### config.mk
export PLATFORM = sky130hd
export DESIGN_NAME = dw_mac_pe
export DESIGN_NICKNAME = d
export VERILOG_FILES = /design/src/rtl/dw_mac_pe.sv
export SDC_FILE = /design/constraint.sdc
export NUM_CORES = 2
export LEC_CHECK = 0
export BUFFER_PORTS_ARGS = -buffer_cell sky130_fd_sc_hd__buf_2
export CORE_MARGIN = 2
export CORE_UTILIZATION = 40
export CTS_CLUSTER_SIZE = 14
export DETAILED_ROUTE_END_ITERATION = 6
export GPL_TIMING_DRIVEN = 0
export SLEW_MARGIN = 0
export SYNTH_ARGS = -nofsm -noshare
export SYNTH_HDL_FRONTEND = slang
export SYNTH_SLANG_ARGS = --single-unit
### constraint.sdc
create_clock -name clk -period 14.1 [get_ports clk]
set_input_delay 2.115 -clock clk [delete_from_list [all_inputs] [get_ports clk]]
set_output_delay 2.115 -clock clk [all_outputs]
set_load 0.03 [all_outputs]
### src/rtl/dw_mac_pe.sv
// dw_mac_pe: depthwise-conv PE; holds a KSIZE*KSIZE kernel and MACs one pixel window per result.
// Latency: out_valid rises the cycle after the edge accepting the last pixel of a window.
// Backpressure: w/px valid-ready stall the counters; out_data/out_valid hold until out_ready.
//
// Ports:
//   clk, rst            single clock, synchronous active-high reset
//   w_valid/w_data/w_ready          kernel weight stream (weight_buffer dw_out/dw_ready)
//   kernel_reload/kernel_loaded     reload request pulse / complete kernel held flag
//   px_valid/px_data/px_ready       pixel stream, raster order 0..K2-1 per window
//   out_valid/out_data/out_ready    signed window sum of w[i]*px[i]
//
// Optional build macro: DW_MAC_PE_RELU6_EN clamps the registered result to
// [0, 6<<(DW/2)] (MobileNet ReLU6 on a DW/2-fractional-bit fixed-point sum).
module dw_mac_pe #(
    parameter int DW    = 32,
    parameter int KSIZE = 3,
    parameter int ACCW  = 2*DW + $clog2(KSIZE*KSIZE)
) (
    input  logic            clk,
    input  logic            rst,
    input  logic            w_valid,
    input  logic [DW-1:0]   w_data,
    output logic            w_ready,
    input  logic            kernel_reload,
    output logic            kernel_loaded,
    input  logic            px_valid,
    input  logic [DW-1:0]   px_data,
    output logic            px_ready,
    output logic            out_valid,
    output logic [ACCW-1:0] out_data,
    input  logic            out_ready
);

    localparam int K2 = KSIZE*KSIZE;
    localparam int IW = (K2 > 1) ? $clog2(K2) : 1;
    localparam logic [IW-1:0] LAST_IDX = IW'(K2-1);

    typedef enum logic [1:0] {
        S_LOAD = 2'd0,
        S_RUN  = 2'd1,
        S_OUT  = 2'd2
    } state_e;

    state_e state_q, state_d;

    logic [IW-1:0]          widx_q, widx_d;
    logic [IW-1:0]          pidx_q, pidx_d;
    logic signed [ACCW-1:0] acc_q, acc_d;
    logic signed [ACCW-1:0] out_q, out_d;
    logic                   reload_pend_q, reload_pend_d;
    logic                   loaded_q, loaded_d;

    // Kernel storage: intentionally not reset, a reload always rewrites every entry.
    logic [DW-1:0]          wreg_q [K2];

    logic                   w_fire;
    logic                   px_fire;
    logic                   out_fire;
    logic                   reload_req;
    logic                   reload_now;
    logic                   w_last;
    logic                   px_last;

    logic signed [2*DW-1:0] prod;
    logic signed [ACCW-1:0] acc_base;
    logic signed [ACCW-1:0] sum;
    logic signed [ACCW-1:0] result;

    // A reload is wanted if one is already pending or is being pulsed right now.
    assign reload_req = reload_pend_q | kernel_reload;

    // Reload is only allowed to take effect on a window boundary in RUN; it
    // preempts the first pixel of the next window.
    assign reload_now = (state_q == S_RUN) && (pidx_q == '0) && reload_req;

    assign w_fire   = w_valid  & w_ready;
    assign px_fire  = px_valid & px_ready;
    assign out_fire = out_valid & out_ready;

    assign w_last  = (widx_q == LAST_IDX);
    assign px_last = (pidx_q == LAST_IDX);

    //------------------------------------------------------------------
    // FSM: state register
    //------------------------------------------------------------------
    always_ff @(posedge clk) begin
        if (rst) begin
            state_q <= S_LOAD;
        end else begin
            state_q <= state_d;
        end
    end

    //------------------------------------------------------------------
    // FSM: next-state logic
    //------------------------------------------------------------------
    always_comb begin
        state_d = state_q;
        case (state_q)
            S_LOAD: begin
                if (w_fire && w_last) begin
                    state_d = S_RUN;
                end
            end
            S_RUN: begin
                if (reload_now) begin
                    state_d = S_LOAD;
                end else if (px_fire && px_last) begin
                    state_d = S_OUT;
                end
            end
            S_OUT: begin
                if (out_fire) begin
                    state_d = reload_req ? S_LOAD : S_RUN;
                end
            end
            default: state_d = S_LOAD;
        endcase
    end

    //------------------------------------------------------------------
    // FSM: outputs
    //------------------------------------------------------------------
    always_comb begin
        w_ready   = (state_q == S_LOAD);
        // px_ready drops in the reload cycle so no pixel is consumed by the
        // old kernel once the switch to LOAD has been decided.
        px_ready  = (state_q == S_RUN) && !reload_now;
        out_valid = (state_q == S_OUT);
    end

    assign kernel_loaded = loaded_q;
    assign out_data      = out_q;

    //------------------------------------------------------------------
    // Datapath: full-precision signed product, sign-extended into ACCW
    //------------------------------------------------------------------
    always_comb begin
        prod     = $signed(wreg_q[pidx_q]) * $signed(px_data);
        // The first pixel of a window restarts the sum instead of adding to
        // whatever the previous window left behind.
        acc_base = (pidx_q == '0) ? ACCW'(0) : acc_q;
        sum      = acc_base + ACCW'(prod);
    end

`ifdef DW_MAC_PE_RELU6_EN
    localparam logic signed [ACCW-1:0] RELU6_MAX = ACCW'(6) << (DW/2);

    always_comb begin
        if (sum < 0) begin
            result = '0;
        end else if (sum > RELU6_MAX) begin
            result = RELU6_MAX;
        end else begin
            result = sum;
        end
    end
`else
    always_comb begin
        result = sum;
    end
`endif

    //------------------------------------------------------------------
    // Counter / accumulator / flag next-state
    //------------------------------------------------------------------
    always_comb begin
        widx_d        = widx_q;
        pidx_d        = pidx_q;
        acc_d         = acc_q;
        out_d         = out_q;
        reload_pend_d = reload_pend_q | kernel_reload;
        loaded_d      = loaded_q;

        case (state_q)
            S_LOAD: begin
                if (w_fire) begin
                    if (w_last) begin
                        widx_d        = '0;
                        loaded_d      = 1'b1;
                        // The kernel just loaded satisfies any request seen during LOAD.
                        reload_pend_d = 1'b0;
                    end else begin
                        widx_d = widx_q + 1'b1;
                    end
                end
            end
            S_RUN: begin
                if (reload_now) begin
                    loaded_d      = 1'b0;
                    reload_pend_d = 1'b0;
                end else if (px_fire) begin
                    acc_d = sum;
                    if (px_last) begin
                        pidx_d = '0;
                        out_d  = result;
                    end else begin
                        pidx_d = pidx_q + 1'b1;
                    end
                end
            end
            S_OUT: begin
                if (out_fire && reload_req) begin
                    loaded_d      = 1'b0;
                    reload_pend_d = 1'b0;
                end
            end
            default: begin
                widx_d = '0;
                pidx_d = '0;
            end
        endcase
    end

    always_ff @(posedge clk) begin
        if (rst) begin
            widx_q        <= '0;
            pidx_q        <= '0;
            acc_q         <= '0;
            out_q         <= '0;
            reload_pend_q <= 1'b0;
            loaded_q      <= 1'b0;
        end else begin
            widx_q        <= widx_d;
            pidx_q        <= pidx_d;
            acc_q         <= acc_d;
            out_q         <= out_d;
            reload_pend_q <= reload_pend_d;
            loaded_q      <= loaded_d;
        end
    end

    always_ff @(posedge clk) begin
        if (w_fire) begin
            wreg_q[widx_q] <= w_data;
        end
    end

endmodule

# Yosys cells after proc, flatten, opt, wreduce, memory -nomap -nowiden
# Memories as Yosys holds them, arrays and structs flattened. A register that Yosys moved wholly into a read port is not among the register bits.
# Cells that the tools add are included.
dict set report totals {
  reg_bits 148
  mem_count 1
  elab_cells 78
  mem_bits_rw 288
  input_bits 70
}
# name words word_bits read_ports rd_ports_with_merged_regs write_ports line
set memory_table {}
lappend memory_table {wreg_q 9 32 1 1 1 54} ;# logic [DW-1:0] wreg_q [K2];
dict set report op_classes {
  add_sub_neg 3
  n_eq_ne 13
  bitwise 7
  mul 1
  muxes 28
  reduce_logical 18
}
# op n
set ops {}
lappend ops {{adder 68 x 64 -> 68 bit} 1}
lappend ops {{two-way mux 68 bit} 1}
lappend ops {{multiplier 32 x 32 -> 64 bit} 1}
lappend ops {{two-way mux 4 bit} 7}
lappend ops {{case mux 4 bit (2 select lines)} 2}
lappend ops {{two-way mux 1 bit} 11}
lappend ops {{!= test 2 x 1 -> 1 bit, second input constant} 5}
lappend ops {{AND reduction 3 bit} 3}
lappend ops {{adder 4 x 1 -> 4 bit, second input constant} 2}
lappend ops {{== test 4 bit, second input constant} 2}
lappend ops {{two-way mux 2 bit} 4}
lappend ops {{logical AND 1 bit} 6}
lappend ops {{!= test 2 bit, second input constant} 3}
lappend ops {{case mux 1 bit (3 select lines)} 2}
lappend ops {{case mux 2 bit (3 select lines)} 1}
lappend ops {{AND reduction 5 bit} 1}
lappend ops {{zero test 4 bit} 1}
lappend ops {{AND reduction 4 bit} 1}
lappend ops {{OR reduction 2 bit} 2}
lappend ops {{AND 1 bit} 3}
lappend ops {{!= test 3 x 2 -> 1 bit, second input constant} 1}
lappend ops {{NOT 1 bit} 3}
lappend ops {{nonzero test 3 bit} 1}
lappend ops {{== test 2 x 1 -> 1 bit, second input constant} 1}
lappend ops {{5 further kinds} 5}

# Logic depth before layout (Yosys ltp)
dict set report depth {
  depth_word 11
  ltp_mapped 36
  ltp_nobuf 31
}

# Worst setup path after synthesis
# OpenSTA, ideal clock, no wires.
dict set report synth_path {
  path_kind {input -> register}
  startpoint {input port px_data[0]}
  endpoint {register out_q[59] (netlist: out_data[59])}
  t_arrival_ns 10.374
  t_required_ns 14.040
  n_path_buf 2
  path_stages 25
  setup_slack_ns 3.666
  path_cell_list {clkbuf_1 and2_1 fa_1 fa_1 fa_1 inv_1 fa_1 inv_1 fa_1 fa_1 fa_1 inv_1 fa_1 inv_1 ha_1 a21oi_1 o21ai_0 a221oi_2 and3b_1 nor3_2 o41ai_4 a41oi_4 buf_6 mux2i_1 o221a_1}
}
dict set report synth_between {
  elab_chain_len 2
}
# element line
set synth_rtl {}
lappend synth_rtl {{from (decl)} 27} ;# input logic [DW-1:0] px_data,
lappend synth_rtl {{multiplier 32 x 32 -> 64 bit} 139} ;# prod = $signed(wreg_q[pidx_q]) * $signed(px_data);
lappend synth_rtl {{adder 68 x 64 -> 68 bit} 143} ;# sum = acc_base + ACCW'(prod);
lappend synth_rtl {{to (signal assigned)} 227} ;# out_q <= out_d;
lappend synth_rtl {{to (decl)} 49} ;# logic signed [ACCW-1:0] out_q, out_d;
# No other way between the ends.
# A chain may end at the register's enable or synchronous reset.

==> metrics.yaml <==
synth:
  seq_area_frac_synth_pct: 19.8
  synth-edff-count: 288
  synth_cells: 5754
  syn_nets: 7312
  synth_top_area_cell: "fa_1"
  synth-seq-cells: 440
  synth-async-reset-ratio_pct: 0
  synth_top_area_share_pct: 42.6
  syn_avg_cell_area_um2: 10.2
  ys.flop_type: "edfxtp_1"
  ys_types: 81
  synth_area_mm2: 0.0589
  ys_warn_count: 0
  synthTopCellsByArea: "fa_1 43%, edfxtp_1 15%, inv_1 8.3%"
die:
  rows: 140
  core_mm2: 0.146
  die-area_mm2: 0.150
  fp.dieW_um: 388
  ios: 142
  start_util_pct: 40.4
  dieHeight_um: 388
placed_design:
  placed_area_mm2: 0.0625
  dp.cells: 7844
  dpl.hpwl_mm: 170
  io_buffers: 140
  pre_cts_slack_ns: 1.80
  place_congestion: 1.02
routing:
  drt_iter0_drc: 3735
  drt-pass1-iter-count: 7
  ant_nets: 0
  avgRoutedWirePerCell_um: 25.4
  route.detailed.drc: 0
  dr_total_vias: 42300
  drt-total-wl_mm: 202
  via_per_inst: 5.33
global_routing:
  track_usage_pct: 27.2
  grt_max_degree: 32
  grt_antenna_before_repair: 38
  grt-ovfl-total: 0
  grt_pass1_vias: 44500
  grt_pass1_wl_mm: 295
cells_and_area:
  final_cell_area_mm2: 0.0640
  instances_no_fill: 7935
  area_growth_pct: 8.68
  nNetsFinal: 7535
  drive_gt1_share_pct: 6.22
setup_path:
  worstPathRequired_ns: 14.69
  arrival_ns: 13.27
  path_class: "reg2reg"
  cp_max_fo: 10
  path_buf_inv: 7
  slowest_delay_ns: 1.03
  cp-end-kind: "flop"
  cpMostUsedCell: "fa_1"
  slowest_stage: "nor4_1"
  worstSetupStartpointType: "flop"
  crit_family: "adder cells"
sta:
  fin_hold_ws_ns: 0.450
  rsz0062_at_grt: "false"
  min_period_ns: 12.68
  finClkSkew_ns: 0.0795
  final.setup.worst_slack_ns: 1.42
  final_hold_viol_count: 0
  post-route-period-util_pct: 89.9
  fmax_ghz: 0.0789
  finalSetupViolations: 0
  slew_violations: 7
  maxSlewHeadroom_pct: -3.55
  worst_pin_slew_ns: 1.54
min_path:
  hp-start: "out_data[16]"
  holdCritPathClass: "reg2reg"
clocking:
  ctsHoldBuffers: 0
  cts_buffers: 48
  clk_latency_ns: 0.68
  cts_tree: "built"
  htreeDepth: 2
  clock_sink_count: 440
  root_buffer: "clkbuf_16"
  cts_resized: 0
  clk_pin_slew_worst_paths_ns: 0.06
  clockBufferDepth: 3
  post-cts-setup-buffers: 0
outcome:
  violations: "max-capacitance violations, max-slew violations"
  status: "complete, but fails checks"
flow_run:
  cap_violations: 3
-- registers in the layout, summed over array words and instances (netlist names), named ones only --
name,count
wreg_q,288
acc_q,68
out_data,68
pidx_q,4
widx_q,4
state_q,2
kernel_loaded,1
reload_pend_q,1
-- Yosys cell counts, types with 8 or more instances --
library cell	instances
a211oi_1	25
a21o_1	43
a21oi_1	167
a31oi_1	17
and2_1	571
buf_1	16
buf_2	17
clkbuf_1	266
dfxtp_1	152
edfxtp_1	288
fa_1	1252
ha_1	236
inv_1	1305
mux2i_1	35
mux4_2	64
nand2_1	733
nand2b_1	19
nand3_1	48
nand4_1	35
nor2_1	111
nor2b_1	30
nor3_1	22
o211ai_1	8
o21a_1	15
o21ai_0	73
o21ai_1	11
o21bai_1	15
or4_1	11
xnor2_1	47
xor2_1	24
-- final cells by class --
class | count | area (um^2)
Antenna cell | 5 | 12.5
Buffer | 305 | 1190
Clock buffer | 58 | 1260
Clock inverter | 28 | 235
Fill cell | 14100 | 81900
Inverter | 1305 | 4900
Multi-Input combinational cell | 3704 | 41200
Sequential cell | 440 | 11700
Tap cell | 1917 | 2400
Timing Repair Buffer | 173 | 1130
-- path summary, 6_finish.rpt --
path	to	slack, ns	cells past startpoint
worst max register to register	out_data[60]	1.42	30
worst min-delay path	out_data[16]	0.45	2
worst min register to register	out_data[16]	0.45	2
worst max-delay path	out_data[60]	1.42	30
-- kinds of logic (layout without fill, tap and decap cells) --
| group | Yosys count | after routing | synth area share [%] |
|---|---|---|---|
| simple gates | 1616 | 1616 | 13.5 |
| buf+inv | 1610 | 1869 | 10.3 |
| fa+ha+maj | 1488 | 1488 | 47.6 |
| flops | 440 | 440 | 19.8 |
| compound gates | 430 | 430 | 4.66 |
| mux | 99 | 99 | 3.04 |
| xor+xnor | 71 | 71 | 1.06 |
| other cells | 0 | 5 | 0 |
-- routing by layer --
metal / share of wire [%] / up-vias / track usage [%]
li1: - / 17700 / -
met1: 39 / 22200 / 35.8
met2: 46 / 1886 / 43.2
met3: 8.8 / 441 / 4.82
met4: 6.2 / 10 / 13.7
met5: 0.025 / - / 0
-- cells in the final DEF, fill, tap and decap left out, types with 18 or more instances in the layout --
master	netlist	layout
fa_1	1252	1251
edfxtp_1	288	288
xor2_1	24	24
clkbuf_16	0	48
nor2b_1	30	30
a21o_1	43	43
ha_1	236	236
nand2b_1	19	19
nand4_1	35	35
and2_1	571	569
nand3_1	48	48
o21ai_1	11	24
a21oi_1	167	166
nor3_1	22	18
xnor2_1	47	47
a211oi_1	25	25
nand2_1	733	733
o21ai_0	73	57
mux4_2	64	64
clkbuf_1	266	274
mux2i_1	35	35
dfxtp_1	152	152
nor2_1	111	106
inv_1	1305	1303
buf_2	17	157
-- stage by stage --
stage               setup TNS (ns)  util, %
finish                           0     43.9
global route                     0     43.9
CTS                              0     43.9
detailed placement               0     42.8
global placement            -0.778     42.5
floorplan                        0        -
-- worst register-to-register path: cells and delay by family (launching register included) --
kind,cells,cell delay [ns]
AND/OR/NAND/NOR,5,1.89
AO/OA/AOI/OAI,7,2.81
buffers and inverters,7,2.68
adder cells (fa/ha/maj),9,4.56
flip-flops,1,0.30
multiplexers,2,0.42
Power is left out: the tool's default activity adds up to more than one toggle a clock period on the data nets, which glitch-free logic cannot reach.
